--- config.mk ---
export PLATFORM = sky130hd
export DESIGN_NAME = lector_contadores_flat
export DESIGN_NICKNAME = d
export VERILOG_FILES = /design/src/rtl/lector_contadores_if.sv /design/src/rtl/lector_contadores.sv /design/src/flat_wrapper.sv
export SDC_FILE = /design/constraint.sdc
export NUM_CORES = 1
export LEC_CHECK = 0
export BUFFER_PORTS_ARGS = -buffer_cell sky130_fd_sc_hd__buf_2
export CELL_PAD_IN_SITES_DETAIL_PLACEMENT = 0
export CELL_PAD_IN_SITES_GLOBAL_PLACEMENT = 1
export CORE_MARGIN = 2
export CORE_UTILIZATION = 35
export CTS_BUF_LIST = sky130_fd_sc_hd__clkbuf_8
export CTS_CLUSTER_DIAMETER = 50
export DETAILED_ROUTE_END_ITERATION = 7
export HOLD_SLACK_MARGIN = 0.06
export PLACE_DENSITY = 0.67
export SLEW_MARGIN = 40
export SYNTH_ARGS = -nofsm -noshare
export SYNTH_HDL_FRONTEND = slang
export SYNTH_SLANG_ARGS = --single-unit
--- constraint.sdc ---
create_clock -name clk -period 4.8 [get_ports clk]
set_clock_uncertainty 0.2 [all_clocks]
set_input_delay 0.24 -clock clk [delete_from_list [all_inputs] [get_ports clk]]
set_output_delay 0.24 -clock clk [all_outputs]
set_load 0.005 [all_outputs]
--- src/rtl/lector_contadores_if.sv ---
`default_nettype none
// ============================================================================
// Module   : lector_contadores_if
// Purpose  : Read request / data return handshake towards the counter block.
// Revision : 1.0 - initial release
// ============================================================================
interface lector_contadores_if;
    logic       req;
    logic [2:0] idx;
    logic [4:0] data;
    logic       valid;

    modport master (output req, output idx, input data, input valid);
    modport slave  (input req, input idx, output data, output valid);
endinterface
`default_nettype wire

--- src/rtl/lector_contadores.sv ---
`default_nettype none
// ============================================================================
// Module   : lector_contadores
// Purpose  : Sequentially reads five counters over a req/valid handshake,
//            with a per-read timeout that loads zero and raises a sticky err.
// Revision : 1.0 - initial release
// ============================================================================
module lector_contadores (
    input  logic                        clk,
    input  logic                        reset,
    input  logic                        start,
    lector_contadores_if.master         bus,
    output logic [4:0]                  cnt0,
    output logic [4:0]                  cnt1,
    output logic [4:0]                  cnt2,
    output logic [4:0]                  cnt3,
    output logic [4:0]                  cnt4,
    output logic                        busy,
    output logic                        done,
    output logic                        err
);

    localparam logic [2:0] LAST_IDX    = 3'd4;
    localparam logic [2:0] TIMEOUT_MAX = 3'd7;

    typedef enum logic [1:0] {
        IDLE = 2'd0,
        REQ  = 2'd1,
        GAP  = 2'd2,
        DONE = 2'd3
    } state_t;

    state_t           state, state_n;
    logic             req_q, req_n;
    logic [2:0]       idx_q, idx_n;
    logic [2:0]       tmo_q, tmo_n;
    logic [4:0][4:0]  cnt_q, cnt_n;
    logic             busy_n, done_n, err_n;

    always_ff @(posedge clk or posedge reset) begin
        if (reset) begin
            state <= IDLE;
            req_q <= 1'b0;
            idx_q <= 3'd0;
            tmo_q <= 3'd0;
            cnt_q <= '0;
            busy  <= 1'b0;
            done  <= 1'b0;
            err   <= 1'b0;
        end else begin
            state <= state_n;
            req_q <= req_n;
            idx_q <= idx_n;
            tmo_q <= tmo_n;
            cnt_q <= cnt_n;
            busy  <= busy_n;
            done  <= done_n;
            err   <= err_n;
        end
    end

    always_comb begin
        state_n = state;
        idx_n   = idx_q;
        tmo_n   = tmo_q;
        cnt_n   = cnt_q;
        err_n   = err;
        case (state)
            IDLE: begin
                if (start) begin
                    state_n = REQ;
                    idx_n   = 3'd0;
                    tmo_n   = 3'd0;
                    err_n   = 1'b0;
                end
            end
            REQ: begin
                // A timed-out read behaves like a capture of zero, plus err.
                if (bus.valid || (tmo_q == TIMEOUT_MAX)) begin
                    cnt_n[idx_q] = bus.valid ? bus.data : 5'd0;
                    if (!bus.valid) begin
                        err_n = 1'b1;
                    end
                    state_n = (idx_q < LAST_IDX) ? GAP : DONE;
                end else begin
                    tmo_n = tmo_q + 3'd1;
                end
            end
            GAP: begin
                state_n = REQ;
                idx_n   = idx_q + 3'd1;
                tmo_n   = 3'd0;
            end
            DONE: begin
                state_n = IDLE;
            end
            default: begin
                state_n = IDLE;
            end
        endcase
        // Outputs are registered from the next state so they align with it.
        req_n  = (state_n == REQ);
        busy_n = (state_n != IDLE);
        done_n = (state_n == DONE);
    end

    assign bus.req = req_q;
    assign bus.idx = idx_q;
    assign cnt0    = cnt_q[0];
    assign cnt1    = cnt_q[1];
    assign cnt2    = cnt_q[2];
    assign cnt3    = cnt_q[3];
    assign cnt4    = cnt_q[4];

endmodule
`default_nettype wire

--- src/flat_wrapper.sv ---
// flat-port wrapper written by rule: the top's interface ports become plain ports
module lector_contadores_flat 
  (clk, reset, start, cnt0, cnt1, cnt2, cnt3, cnt4, busy, done, err, bus_req, bus_idx, bus_data, bus_valid);
  lector_contadores_if bus_i ();
  input  logic clk;
  input  logic reset;
  input  logic start;
  output logic [4:0] cnt0;
  output logic [4:0] cnt1;
  output logic [4:0] cnt2;
  output logic [4:0] cnt3;
  output logic [4:0] cnt4;
  output logic busy;
  output logic done;
  output logic err;
  output wire logic [$bits(bus_i.req)-1:0] bus_req;
  output wire logic [$bits(bus_i.idx)-1:0] bus_idx;
  input wire logic [$bits(bus_i.data)-1:0] bus_data;
  input wire logic [$bits(bus_i.valid)-1:0] bus_valid;
  assign bus_req = bus_i.req;
  assign bus_idx = bus_i.idx;
  assign bus_i.data = bus_data;
  assign bus_i.valid = bus_valid;
  lector_contadores u_core (.clk(clk), .reset(reset), .start(start), .bus(bus_i), .cnt0(cnt0), .cnt1(cnt1), .cnt2(cnt2), .cnt3(cnt3), .cnt4(cnt4), .busy(busy), .done(done), .err(err));
endmodule
After elaboration in Yosys (flattened, before gate mapping):

Index checks and enable logic that the tools add are counted.

* input port bits: 9
* register bits: 37

* mux-type cells: 16
* add/sub/neg operators: 2
* reduce and logical (&&, ||, !) cells: 11
* $lt $le $gt $ge: 3
* equality and inequality tests: 10

Operators with widths (number)
* bitwise mux 25 bit: 1
* demux 5 bit (select 3 bit): 1
* 2-to-1 mux 5 bit: 2
* case mux 3 bit (3 select lines): 1
* case mux 2 bit (4 select lines): 1
* adder 3 x 1 -> 3 bit, second input constant: 2
* equality test 2 bit, second input constant: 3
* 2-to-1 mux 3 bit: 2
* inequality test 2 bit, second input constant: 3
* case mux 3 bit (2 select lines): 1
* nonzero test 2 bit: 3
* equality test 2 x 1 -> 1 bit, second input constant: 2
* less-than comparator 3 x 4 -> 1 bit, second input constant: 1
* 2-to-1 mux 1 bit: 4
* 2-to-1 mux 2 bit: 2
* AND reduction 2 bit: 2
* AND reduction 4 bit: 1
* equality test 3 bit, second input constant: 1
* greater-or-equal comparator 3 x 1 -> 1 bit, second input constant: 1
* less-than comparator 3 bit, second input constant: 1
* AND reduction 3 bit: 1
* nonzero test 3 bit: 1
* zero test 2 bit: 1
* inequality test 2 x 1 -> 1 bit, second input constant: 1
* other kinds (3): 3

Logic depth before layout (Yosys ltp):

* word-level depth: 5
* depth in mapped cells: 5

Least setup slack after synthesis:

OpenSTA, ideal clock, no wires.

* path kind: register -> register
* start: register u_core.tmo_q[0]
* end: register u_core.cnt_q (netlist bit u_core.cnt2[0])
* buffers on the path: 0
* stages on the path, launching flop included: 6
* setup slack: 2.874 ns
* setup time: 0.125 ns
* arrival time: 1.602 ns
* path through: dfrtp_1 > ha_1 > ha_1 > or2_4 > nand3_1 > mux2_2

* cells in the longest elaborated chain, start to end: 3

Ends and longest elaborated chain
* start: declaration: line lector_contadores.sv:36 `logic [2:0] tmo_q, tmo_n;`
* start signal: assignment: line lector_contadores.sv:54 `tmo_q <= tmo_n;`
* equality test 3 bit: line lector_contadores.sv:79 `if (bus.valid || (tmo_q == TIMEOUT_MAX)) begin`
* logical OR 1 bit: line lector_contadores.sv:79
* AND reduction 2 bit (no line)
* end signal: assignment: line lector_contadores.sv:55 `cnt_q <= cnt_n;`
* end: declaration: line lector_contadores.sv:37 `logic [4:0][4:0] cnt_q, cnt_n;`

No other way between the ends.
A chain may end at the register's enable or synchronous reset.

Worst setup path after layout:

* start: register u_core.tmo_q[0]
* end: register u_core.cnt_q (netlist bit u_core.cnt2[4])

The elaborated chain is that of the path after synthesis.

==> flow_summary.ini <==
[synth]
synth_area_leaders = dfrtp_1 (58%), mux2_2 (18%), ha_1 (2.3%)
syn_nets = 133
synth_seq_cells = 37
post_synth.cell_area_avg_um2 = 13.2
syn_area_mm2 = 0.00160
synthCells = 121
ys_types = 29
yosysTopAreaCell = dfrtp_1
ys_seq_area_frac = 0.579
synth_top_area_share = 0.579
yosysWarnings = 0

[setup_path]
crit_path_end_kind = flop
cp_data_arrival_time_ns = 2.10
crit_required_ns = 4.77
worstSetupPathType = flop to flop
r2r-start = u_core.tmo_q[0]
critical_path.max_fanout = 5
r2r_end = u_core.cnt2[4]
critPathLaunchType = flop
ff2ff_setup_slack_ns = 2.67
r2r_cells = 5

[sta]
setup_viol = 0
tightest_slew_ns = 0.469
setup_tns_ns = 0
period_minus_slack_ns = 2.13
max-slew-margin-rel = 0.687
fin_hold_ws_ns = 0.185
max_freq_mhz = 470
finalCritPeriodShare = 0.443
slew_viol_final = 0
grt_setup_unrepaired = false
final-hold-violation-count = 0
final.setup.worst_slack_ns = 2.67

[flow_run]
max_cap_viol_count = 0

[route]
drt_iter0_markers = 31
ant_nets = 0
wirelength_um = 3390
viasPerCell = 4.89
vias = 1075
drtPass1Iterations = 4
wire_per_inst_um = 15.4
drc = 0

[grt]
grt_first_pass_wirelength_um = 5580
grt_max_degree = 38
grtUsageTotal = 0.145
grt_pass1_vias = 1150
antenna_found_initial = 0
overflow = 0

[die]
pin_count = 41
die_area_mm2 = 0.00512
die_y_um = 71.6
die_w_um = 71.6
core_mm2 = 0.00438
rows = 24
start_util = 0.364

[hold_path]
holdPathEnd = u_core.state[1]
hp-start = bus_valid
hold_depth = 3
worstHoldPathType = input port to flop

[cells_and_area]
nNetsFinal = 179
post-route-cell-area_mm2 = 0.00195
diodes = 0
drive_above_1_share = 0.476
areaGrowthSynthToFinish_pct = 22.2

[status]
run_status = completed

[placed_design]
place.gp.congestion = 0.716
place_hpwl_um = 2380
preCtsSetupSlack_ns = 2.71
place_area_mm2 = 0.00185
io_buffers = 40

[clocking]
cts_sinks = 37
clk_latency_ns = 0.29
cts_setup_buffers = 0
cts-buffers-inserted = 5
clock_path_buffers = 2
cts-root-buf = clkbuf_8
cts_tree = yes
clkTransAtPathRegs_ns = 0.07
htreeDepth = 2

[power]
vdd_drop_max_mv = 0.229
power_density_mw_per_mm2 = 520
static-leakage-power_nw = 1.02
[worst max path at each step]
stage	end	startpoint	cells after the start	slack (ns)
final	u_core.cnt2[4]	u_core.tmo_q[0]	5	2.67
after global routing	u_core.cnt3[4]	u_core.tmo_q[0]	5	2.59
after CTS	u_core.cnt2[4]	u_core.tmo_q[0]	5	2.68
after detailed placement	u_core.cnt2[2]	u_core.tmo_q[0]	5	2.71
after global placement	u_core.cnt2[0]	u_core.tmo_q[0]	5	2.76
after floorplan	u_core.cnt2[0]	u_core.tmo_q[0]	5	2.87
[per-stage QoR]
step                      power (mW)   util  instances
final                           1.01  0.445        220
after global placement         0.805  0.422        210
after detailed placement       0.815  0.422        210
after global routing            1.09  0.445        220
after floorplan                0.680      -        121
after CTS                       1.03  0.445        220
[layout make-up]
type / instances / area (µm²)
Inverter: 3 / 11.3
Clock buffer: 5 / 68.8
Tap cell: 52 / 65.1
Clock inverter: 3 / 13.8
Sequential cell: 37 / 926
Timing Repair Buffer: 43 / 228
Multi-Input combinational cell: 77 / 639
Fill cell: 430 / 2430
[critical path, stage by stage (launching register included)]
cell     delay, ns
dfrtp_1       0.41
ha_1          0.22
ha_1          0.25
or2_4         0.31
nand3_1       0.24
mux2_2        0.38
[routing by layer]
| metal | track usage | vias to the layer above | part of all wire |
|---|---|---|---|
| li1 | - | 520 | - |
| met1 | 0.192 | 523 | 0.48 |
| met2 | 0.220 | 25 | 0.46 |
| met3 | 0.0366 | 7 | 0.040 |
| met4 | 0.0755 | 0 | 0.019 |
| met5 | 0 | - | 0 |
[kinds of logic (layout without fill, tap and decap cells)]
| kind of cell | count (synthesis) | count (layout) | synth area share |
|---|---|---|---|
| flip-flops | 37 | 37 | 0.579 |
| AND/OR/NAND/NOR | 32 | 32 | 0.129 |
| adder cells (fa/ha/maj) | 3 | 3 | 0.0235 |
| multiplexers | 26 | 26 | 0.183 |
| buffers and inverters | 7 | 54 | 0.0204 |
| AO/OA/AOI/OAI | 16 | 16 | 0.0642 |
[registers in the layout, summed over array words and instances, names as in the netlist, 2 cells and up]
name and cells:
u_core.state 2, u_core.tmo_q 3, u_core.cnt4 5, u_core.cnt3 5
u_core.cnt0 5, u_core.cnt2 5, u_core.bus.idx 3, u_core.cnt1 5
[report_power, final]
part / internal, mW / switching (mW)
logic: 0.168 / 0.141
registers: 0.415 / 0.0835
clock network: 0.0984 / 0.109
total: 0.681 / 0.333
[synthesized netlist by cell type]
cell      count
nor2_2        1
nand3_1       1
a22o_1        1
o21ai_0       7
buf_2         2
nor3b_1       1
and3_1        1
a32oi_1       2
clkbuf_1      1
o21bai_1      1
nor2_1        7
nand4_2       2
inv_1         3
nor4b_1       1
o31a_1        1
nor3_1        1
mux2_2       26
a32o_1        1
buf_4         1
nand4b_2      1
and2b_1       1
ha_1          3
nand2b_1      1
dfrtp_1      37
nand2_1       7
and2_1        5
nor4_4        1
or2_4         1
a21oi_1       3
[timing repair]
| action | CTS | global route |
|---|---|---|
| resized for setup | 0 | 0 |
| endpoints found under the setup margin | 0 | 0 |
| hold endpoints to repair | 38 | 0 |
| hold buffers | 2 | 0 |
[cells in the final DEF, fill, tap and decap left out]
cell,n
ha_1,3
nand2b_1,1
nand2_1,7
a32o_1,1
nor4_4,1
inv_1,4
dlygate4sd3_1,2
o31a_1,1
buf_2,40
nor3_1,1
nand3_1,1
and3_1,1
nand4_2,2
nand4b_2,1
nor3b_1,1
and2b_1,1
a22o_1,1
a21oi_1,3
or2_4,1
clkbuf_8,5
nor2_2,1
and2_1,5
nor4b_1,1
a32oi_1,2
dfrtp_1,37
o21ai_0,7
nor2_1,7
o21bai_1,1
mux2_2,26
buf_4,1
clkinv_2,2
No activity file was read; power rests on OpenSTA's default activity.
